[config.mk]
export PLATFORM = sky130hd
export DESIGN_NAME = sort_unload
export DESIGN_NICKNAME = d
export VERILOG_FILES = /design/src/rtl/sort_unload.sv
export SDC_FILE = /design/constraint.sdc
export NUM_CORES = 1
export LEC_CHECK = 0
export ABC_AREA = 1
export BUFFER_PORTS_ARGS = -buffer_cell sky130_fd_sc_hd__buf_2
export CAP_MARGIN = 20
export CORE_ASPECT_RATIO = 1.2
export CORE_MARGIN = 5
export CORE_UTILIZATION = 53
export CTS_CLUSTER_SIZE = 25
export DETAILED_ROUTE_END_ITERATION = 6
export PLACE_DENSITY = 0.85
export RECOVER_POWER = 25
export SYNTH_ARGS = -nofsm -noshare
export SYNTH_HDL_FRONTEND = slang
export SYNTH_SLANG_ARGS = --single-unit
[constraint.sdc]
create_clock -name clk -period 2.15 [get_ports clk]
set_input_delay 0.1075 -clock clk [delete_from_list [all_inputs] [get_ports clk]]
set_output_delay 0.1075 -clock clk [all_outputs]
set_load 0.02 [all_outputs]
[src/rtl/sort_unload.sv]
// Sorted-vector unload stage: holds one sorted vector and streams it out one element per beat.
// Define SORT_UNLOAD_DESC_EN to stream in descending order (largest element first).
module sort_unload #(
    parameter int unsigned Width      = 8,
    parameter int unsigned Index      = 8,
    parameter int unsigned IndexWidth = 3
) (
    input  logic                              clk,
    input  logic                              rst,
    input  logic                              in_valid,
    output logic                              in_ready,
    input  logic [0:Index-1][Width-1:0]       in_data,
    output logic                              out_valid,
    input  logic                              out_ready,
    output logic [Width-1:0]                  out_data,
    output logic [IndexWidth-1:0]             out_index,
    output logic                              out_last,
    output logic [15:0]                       vec_count
);

`ifdef SORT_UNLOAD_DESC_EN
    localparam logic [IndexWidth-1:0] FirstPos = IndexWidth'(Index - 1);
    localparam logic [IndexWidth-1:0] LastPos  = '0;
    localparam logic [IndexWidth-1:0] Step     = '1;
`else
    localparam logic [IndexWidth-1:0] FirstPos = '0;
    localparam logic [IndexWidth-1:0] LastPos  = IndexWidth'(Index - 1);
    localparam logic [IndexWidth-1:0] Step     = IndexWidth'(1);
`endif

    typedef enum logic [0:0] {StIdle, StStream} state_e;

    state_e                  state_q, state_d;
    logic [Width-1:0]        hold_q [Index];
    logic [Width-1:0]        hold_d [Index];
    logic                    out_valid_q, out_valid_d;
    logic [Width-1:0]        out_data_q, out_data_d;
    logic [IndexWidth-1:0]   out_index_q, out_index_d;
    logic                    out_last_q, out_last_d;
    logic [15:0]             vec_count_q, vec_count_d;

    logic                    beat;
    logic                    capture;
    logic [IndexWidth-1:0]   next_pos;

    assign beat      = out_valid_q && out_ready;
    // A new vector may enter only when the buffer is empty or its final element leaves now.
    assign in_ready  = !rst && ((state_q == StIdle) || (beat && out_last_q));
    assign capture   = in_valid && in_ready;
    assign next_pos  = out_index_q + Step;

    always_comb begin
        state_d     = state_q;
        hold_d      = hold_q;
        out_valid_d = out_valid_q;
        out_data_d  = out_data_q;
        out_index_d = out_index_q;
        out_last_d  = out_last_q;
        vec_count_d = vec_count_q;

        if (beat) begin
            if (out_last_q) begin
                vec_count_d = vec_count_q + 16'd1;
                state_d     = StIdle;
                out_valid_d = 1'b0;
                out_last_d  = 1'b0;
            end else begin
                out_index_d = next_pos;
                out_data_d  = hold_q[next_pos];
                out_last_d  = (next_pos == LastPos);
            end
        end

        // Capture overrides the end-of-vector transition so a back-to-back vector has no bubble.
        if (capture) begin
            for (int i = 0; i < Index; i++) begin
                hold_d[i] = in_data[i];
            end
            state_d     = StStream;
            out_valid_d = 1'b1;
            out_index_d = FirstPos;
            out_data_d  = in_data[FirstPos];
            out_last_d  = (FirstPos == LastPos);
        end
    end

    always_ff @(posedge clk) begin
        if (rst) begin
            state_q     <= StIdle;
            for (int i = 0; i < Index; i++) begin
                hold_q[i] <= '0;
            end
            out_valid_q <= 1'b0;
            out_data_q  <= '0;
            out_index_q <= '0;
            out_last_q  <= 1'b0;
            vec_count_q <= '0;
        end else begin
            state_q     <= state_d;
            hold_q      <= hold_d;
            out_valid_q <= out_valid_d;
            out_data_q  <= out_data_d;
            out_index_q <= out_index_d;
            out_last_q  <= out_last_d;
            vec_count_q <= vec_count_d;
        end
    end

    assign out_valid = out_valid_q;
    assign out_data  = out_data_q;
    assign out_index = out_index_q;
    assign out_last  = out_last_q;
    assign vec_count = vec_count_q;

endmodule

==> results of run 1 <==
-- power groups by stage --
stage               clock network [µW]  registers (µW)  logic (µW)
global route                      1280            1890         582
CTS                               1190            1880         509
global placement                     0            1910         431
finish                            1170            1880         521
floorplan                            0            1920         276
detailed placement                   0            1920         442
-- flip-flops by register name (all words and copies together), names as in the netlist --
name and count:
hold_q 64, out_data 8, out_index 3, out_last 1, out_valid 1, vec_count 16
-- what timing repair did --
item,4_1_cts,5_1_grt
gates resized for setup,0,1
hold buffers,47,0
endpoints found under the hold margin,47,0
setup buffers,0,0
endpoints found under the setup margin,0,1
-- worst min-delay path, cell delays in order --
cell,delay (ns)
buf_2,0.07
nand3_1,0.08
o21ai_1,0.07
-- layout make-up --
class / count / area share [%]
Multi-Input combinational cell: 379 / 34.8
Clock buffer: 10 / 2.60
Sequential cell: 93 / 35.2
Tap cell: 92 / 2.17
Clock inverter: 5 / 1.13
Timing Repair Buffer: 155 / 19.0
Inverter: 73 / 5.17
-- worst min-delay path by stage --
stage | from | depth (start not counted) | end
finish | in_data[12] | 3 | hold_q[12]$_SDFFE_PP0P_
global route | in_data[17] | 3 | hold_q[17]$_SDFFE_PP0P_
floorplan | rst | 1 | out_valid$_SDFFE_PP0P_
global placement | in_data[0] | 3 | hold_q[0]$_SDFFE_PP0P_
CTS | in_data[12] | 3 | hold_q[12]$_SDFFE_PP0P_
detailed placement | in_data[7] | 3 | hold_q[7]$_SDFFE_PP0P_
-- cell families after synthesis --
kind of cell,count (synthesis),share of synthesized area (%)
AO/OA/AOI/OAI,111,14.5
XOR/XNOR,2,0.606
adder cells (fa/ha/maj),3,0.909
buffers and inverters,107,10.6
flip-flops,93,45.1
AND/OR/NAND/NOR,263,28.3
-- cell usage in the layout, fill, tap and decap left out, types with 2 or more instances in the layout --
master         instances
o211ai_1              16
o21ai_1                5
buf_2                 69
nor3_1                 3
dfxtp_1               92
o21ai_0               57
nand3_1               95
nand2_2                2
nor2_1                25
dlygate4sd3_1         47
nand4_1               13
nand3_2                2
buf_4                 10
inv_2                  2
clkinv_1               3
clkbuf_1              28
inv_1                 68
nand2_1              121
a21oi_1               31
ha_1                   3
clkbuf_8              10
-- through the flow --
step           instance area, µm²  power (µW)  instances  setup WS (ns)  hold slack (ns)
2_1_floorplan                4130        2200        579          0.125            0.177
3_3_place_gp                 4660        2340        745          0.306            0.333
3_5_place_dp                 4660        2360        745          0.217            0.334
4_1_cts                      5330        3570        807          0.207          0.00128
5_1_grt                      5300        3750        807         0.0645           0.0186
6_report                     5300        3580        807          0.225          0.00235
-- routing by layer --
layer / global-route usage (%) / part of all wire [%] / vias to the layer above
li1: - / - / 2168
met1: 30.2 / 41 / 2012
met2: 41.3 / 49 / 203
met3: 3.72 / 7.2 / 44
met4: 11.1 / 3.5 / 0
met5: 0 / 0 / -
==> results by group, run 1 <==
Status
  – Status: completed

GRT
  – Largest net degree at the start of global routing: 65
  – Grt ovf: 0
  – Vias in the first global route: 4177
  – First-pass GRT wire length: 19.3 mm
  – Total global-route track usage: 24.3%
  – Antenna violations before repair: 0

Die
  – Initial Util: 53.9%
  – Core area: 7660 µm²
  – Die Span X: 90.6 µm
  – Ports: 98
  – Die Y: 107 µm
  – Row Count: 35
  – Die area: 9670 µm²

Detailed routing
  – WL final: 11.8 mm
  – Vias: 4427
  – Drt pass-1 iters: 6
  – Remaining antenna violation count after routing: 0
  – Avg Vias per Cell: 5.49
  – Routed WL per cell: 14.6 µm
  – DRT iter0 DRCs: 467
  – # DRC: 0

Finish
  – Nets: 782
  – Final Util: 69.1%
  – Area Overhead vs Synth: 28.3%
  – Multi-input gate area: 1840 µm²
  – Share of layout cells above drive strength 1: 14.7%
  – Register Area: 1860 µm²
  – # diodes: 0
  – Filler Cell Count: 645

Worst setup path
  – Crit end category: flip-flop
  – R2R Setup Slk: 0.23 ns
  – Data required time at the worst endpoint: 2.38 ns
  – Crit-path cells: nand3_2 -> nand2_2 -> nand3_2 -> nand2_4 -> buf_6 -> o21ai_0
  – Critical path startpoint category: flip-flop
  – R2R depth: 6
  – Arr. time, crit path: 2.15 ns
  – CP delay by family, top: simple AND/OR/NAND/NOR gates
  – Worst r2r src: out_valid$_SDFFE_PP0P_
  – Worst path max stage delay: 0.48 ns
  – Max Fanout on Critical Path: 43
  – CP dominant cell by count: nand3_2
  – Slowest stage cell, crit path: dfxtp_1
  – Critical Path Source: out_valid$_SDFFE_PP0P_
  – Crit path buffers/inverters: 1
  – FF-to-FF End: hold_q[43]$_SDFFE_PP0P_
  – Critical path capture point: hold_q[43]$_SDFFE_PP0P_
  – CP Depth: 6
  – Critical path class: flip-flop to flip-flop

Power and ir drop
  – P per Cell Area: 675 nW/µm²
  – Leakage: 0.00231 µW
  – Combinational share of power: 14.6%
  – Sequential share of power: 52.6%
  – Clk pwr share: 32.8%
  – Sw frac: 26.9%
  – Worst vdd ir: 421 µV
  – Internal power: 2610 µW
  – Sw Pwr: 962 µW

Clock network
  – Clock root buffer: clkbuf_8
  – Clk Latency, worst-skew pair: 0.36 ns
  – H-Tree Depth: 3
  – TritonCTS clock tree: done
  – Clock Sink Count: 93
  – TritonCTS Buffers: 9
  – Largest buffer count on any clock path: 2
  – Clock transition at the registers of the reported paths: 0.09 ns

Synthesis
  – Synth unique cells: 26
  – Leading area contributor after synthesis: dfxtp_1
  – Post-synthesis sequential area ratio: 45.1%
  – Largest cells by area after synthesis: dfxtp_1 (45%), nand3_1 (12%), nand2_1 (11%)
  – EDFF count, synth: 0
  – YS warnings: 0
  – Top cell type's share of synthesized area: 45.1%
  – Synthesis-stage register bit count: 93
  – Asr flop ratio synth: 0%
  – Post-Syn Nets: 650
  – Commonest cells post-synth: nand2_1 (121), nand3_1 (95), dfxtp_1 (93), inv_1 (68), o21ai_0 (57)
  – Synthesized instance count: 579
  – Avg Cell Area, Syn: 7.13 µm²
  – Cell Area, Synth: 4130 µm²
  – Cell with the most instances after synthesis: nand2_1
  – Ys flop type: dfxtp_1

STA
  – Post-layout min period: 1.92 ns
  – Max Clk Rate: 0.520 GHz
  – Setup-failing EPs final: 0
  – Setup tns final: 0 ns
  – Slew HR: 58.0%
  – Layout Skew: 0.0126 ns
  – RSZ-0062 raised after global routing: false
  – Period Utilization, post-route: 89.5%
  – Worst-Margin Slew: 0.629 ns
  – Final Hold Vio Count: 0
  – Max Slew Vio Count: 0

Place
  – Global placement routability congestion: 0.977
  – Final HPWL DP: 7.82 mm
  – PortBufs: 97

Job
  – MaxCap Viol Count: 0

Worst hold path
  – Hold Crit Class: primary input to flip-flop
Note: power is estimated with default switching activity, not from simulation.
==> inputs of run 2 (changes only) <==
--- a/config.mk
+++ b/config.mk
@@ -8,7 +8,7 @@
 export ABC_AREA = 1
 export BUFFER_PORTS_ARGS = -buffer_cell sky130_fd_sc_hd__buf_2
 export CAP_MARGIN = 20
-export CORE_ASPECT_RATIO = 1.2
+export CORE_ASPECT_RATIO = 1.5
 export CORE_MARGIN = 5
 export CORE_UTILIZATION = 53
 export CTS_CLUSTER_SIZE = 25
==> run 2 against run 1 <==
- global-route usage grew 0.46 points
- critical path depth grew 1
- clock skew shrank 0.0055 ns
- count of clock-buffer cells in the layout shrank 1
- largest power group unchanged
- largest cell class unchanged
- sequential share of layout area is essentially flat
==> results by group, run 2 (synthesized netlist as in run 1, its figures left out) <==
Status
  – Status: completed

Finish
  – Nets: 767 (-1.9%)
  – Filler Cell Count: 627 (-2.8%)
  – Most frequent cells in the layout: nand2_1 (121), nand3_1 (95), dfxtp_1 (92)
  – Final Util: 69.7% (+0.56 points)
  – Commonest non-fill, non-tap cell in the layout: nand2_1
  – Largest Register: hold_q
  – Share of layout cells above drive strength 1: 14.7% (about the same)
  – Finished Cell Area: 5310 µm² (+0.14%)
  – # diodes: 0 (unchanged)
  – Area Overhead vs Synth: 28.5%
  – Fin cells: 803 (-0.50%)
  – Max reg flops: 64 (unchanged)

Worst setup path
  – Crit path buffers/inverters: 2 (+1)
  – Critical Path Source: out_index[0]$_SDFFE_PP0P_
  – CP delay by family, top: adder cells
  – Critical path startpoint category: flip-flop
  – R2R Setup Slk: 0.21 ns (-0.02 ns)
  – Max Fanout on Critical Path: 14 (-67%)
  – Arr. time, crit path: 2.18 ns (+0.03 ns)
  – R2R depth: 7 (+1)
  – Critical path class: flip-flop to flip-flop
  – Crit-path cells: clkinv_1 -> ha_1 -> clkinv_1 -> o211ai_1 -> nand3_1 -> nand3_1 -> a21oi_1
  – FF-to-FF End: out_data[1]$_SDFFE_PP0P_
  – Crit end category: flip-flop
  – Worst path max stage delay: 0.54 ns (+0.06 ns)
  – Data required time at the worst endpoint: 2.39 ns (about the same)
  – Worst r2r src: out_index[0]$_SDFFE_PP0P_
  – Slowest stage cell, crit path: ha_1

Place
  – # placed instances: 752 (+0.94%)
  – Global placement routability congestion: 0.872 (-11%)
  – DP Area: 4660 µm² (about the same)
  – PortBufs: 97 (unchanged)
  – Final HPWL DP: 7.84 mm (+0.23%)

Die
  – Ports: 98 (unchanged)
  – Die Y: 118 µm (+11%)
  – Die Span X: 82.1 µm (-9.4%)
  – Die area: 9690 µm² (+0.30%)
  – Initial Util: 54.3% (+0.36 points)
  – Row Count: 39 (+11%)
  – Core area: 7610 µm² (-0.67%)

Clock network
  – Clock transition at the registers of the reported paths: 0.07 ns (-0.02 ns)
  – TritonCTS clock tree: done
  – TritonCTS Buffers: 9 (unchanged)
  – Largest buffer count on any clock path: 2 (unchanged)
  – Clock Sink Count: 93 (unchanged)
  – Clk Latency, worst-skew pair: 0.35 ns (about the same)
  – Clock root buffer: clkbuf_16
  – H-Tree Depth: 3 (unchanged)
  – Post-CTS setup buffers: 0 (unchanged)

GRT
  – Vias in the first global route: 4077 (-2.4%)
  – Total global-route track usage: 24.8% (+0.46 points)
  – First-pass GRT wire length: 18.8 mm (-3.0%)
  – Antenna violations before repair: 0 (unchanged)
  – Grt ovf: 0 (unchanged)
  – Largest net degree at the start of global routing: 65 (unchanged)

Worst hold path
  – Hold Crit Class: primary input to flip-flop
  – HP Start: in_data[41]
  – Endpoint, Worst Hold: hold_q[41]$_SDFFE_PP0P_
  – Hold Path Stages: 3 (unchanged)

Power and ir drop
  – P per Cell Area: 766 nW/µm² (+14%)
  – Combinational share of power: 12.4% (-2.2 points)
  – Internal power: 3050 µW (+17%)
  – Worst vdd ir: 577 µV (+37%)
  – Leakage: 0.00230 µW (-0.31%)
  – Sw Pwr: 1020 µW (+5.9%)
  – Sw frac: 25.1% (-1.8 points)
  – PnR Total Power: 4070 µW (+14%)
  – Sequential share of power: 46.2% (-6.4 points)
  – Clk pwr share: 41.4% (+8.6 points)

Detailed routing
  – Vias: 4299 (-2.9%)
  – WL final: 11.7 mm (-0.86%)
  – Avg Vias per Cell: 5.35 (-2.4%)
  – DRT iter0 DRCs: 391 (-16%)
  – # DRC: 0 (unchanged)
  – Routed WL per cell: 14.5 µm (-0.36%)
  – Drt pass-1 iters: 5 (-1)
  – Remaining antenna violation count after routing: 0 (unchanged)

STA
  – Slew HR: 58.9% (+0.86 points)
  – Setup tns final: 0 ns (unchanged)
  – Max Clk Rate: 0.516 GHz (-0.78%)
  – Max Slew Vio Count: 0 (unchanged)
  – Layout Skew: 0.00709 ns (-0.00549 ns)
  – Worst-Margin Slew: 0.617 ns (-0.0128 ns)
  – Period Utilization, post-route: 90.2% (+0.70 points)
  – Setup-failing EPs final: 0 (unchanged)
  – Post-layout min period: 1.94 ns (+0.0151 ns)
  – RSZ-0062 raised after global routing: false
  – Final Hold Vio Count: 0 (unchanged)

Job
  – MaxCap Viol Count: 0 (unchanged)
-- run 2: cell count changes in the layout (fill, tap and decap cells not counted), sizes merged --
cell	before	now
buf	80	77
bufinv	1	2
clkbuf	38	37
clkinv	5	6
clkinvlp	1	2
dlygate4sd3	47	35
inv	71	70
-- run 2: layout make-up --
type	instances	area (µm²)	share of cell area, %
sequential	93	1860	35.1
multi-input combinational	379	1850	34.9
timing repair buffer	140	877	16.5
inverter	73	274	5.16
clock buffer	9	225	4.24
tap	102	128	2.41
clock inverter	7	90.1	1.70
-- run 2: worst max-delay path by stage --
stage / slack, ns / depth (start not counted) / end
3_3_place_gp: 0.27 / 6 / hold_q[47]$_SDFFE_PP0P_
5_1_grt: 0.03 / 7 / out_data[1]$_SDFFE_PP0P_
3_5_place_dp: 0.19 / 6 / hold_q[62]$_SDFFE_PP0P_
2_1_floorplan: 0.13 / 8 / out_data[3]$_SDFFE_PP0P_
4_1_cts: 0.12 / 6 / hold_q[45]$_SDFFE_PP0P_
6_report: 0.21 / 7 / out_data[1]$_SDFFE_PP0P_
-- run 2: power groups by stage --
stage / logic (µW) / clock network, µW / registers (µW)
2_1_floorplan: 276 / 0 / 1920
3_3_place_gp: 428 / 0 / 1910
3_5_place_dp: 441 / 0 / 1920
4_1_cts: 496 / 1690 / 1880
5_1_grt: 561 / 1780 / 1890
6_report: 504 / 1680 / 1880
-- run 2: through the flow --
step / hold slack [ns] / worst slack (ns)
after floorplan: 0.177 / 0.125
after global placement: 0.333 / 0.274
after detailed placement: 0.333 / 0.188
after CTS: 0.00107 / 0.123
after global routing: 0.00908 / 0.0324
final: 0.00488 / 0.210
-- run 2: worst min-delay path: stages --
cell     delay [ns]
buf_2          0.07
nand3_1        0.07
o21ai_0        0.07
-- run 2: metal layers --
layer,global-route usage [%],vias to the layer above,share of wire [%]
li1,-,2136,-
met1,29.6,1973,39
met2,40.7,158,51
met3,4.98,32,7.2
met4,13.0,0,3.5
met5,0,-,0
-- run 2: what timing repair did --
item                                   4_1_cts  5_1_grt
setup endpoints to repair                    0       41
hold buffers                                35        0
endpoints found under the hold margin       35        0
resized for setup                            0        2
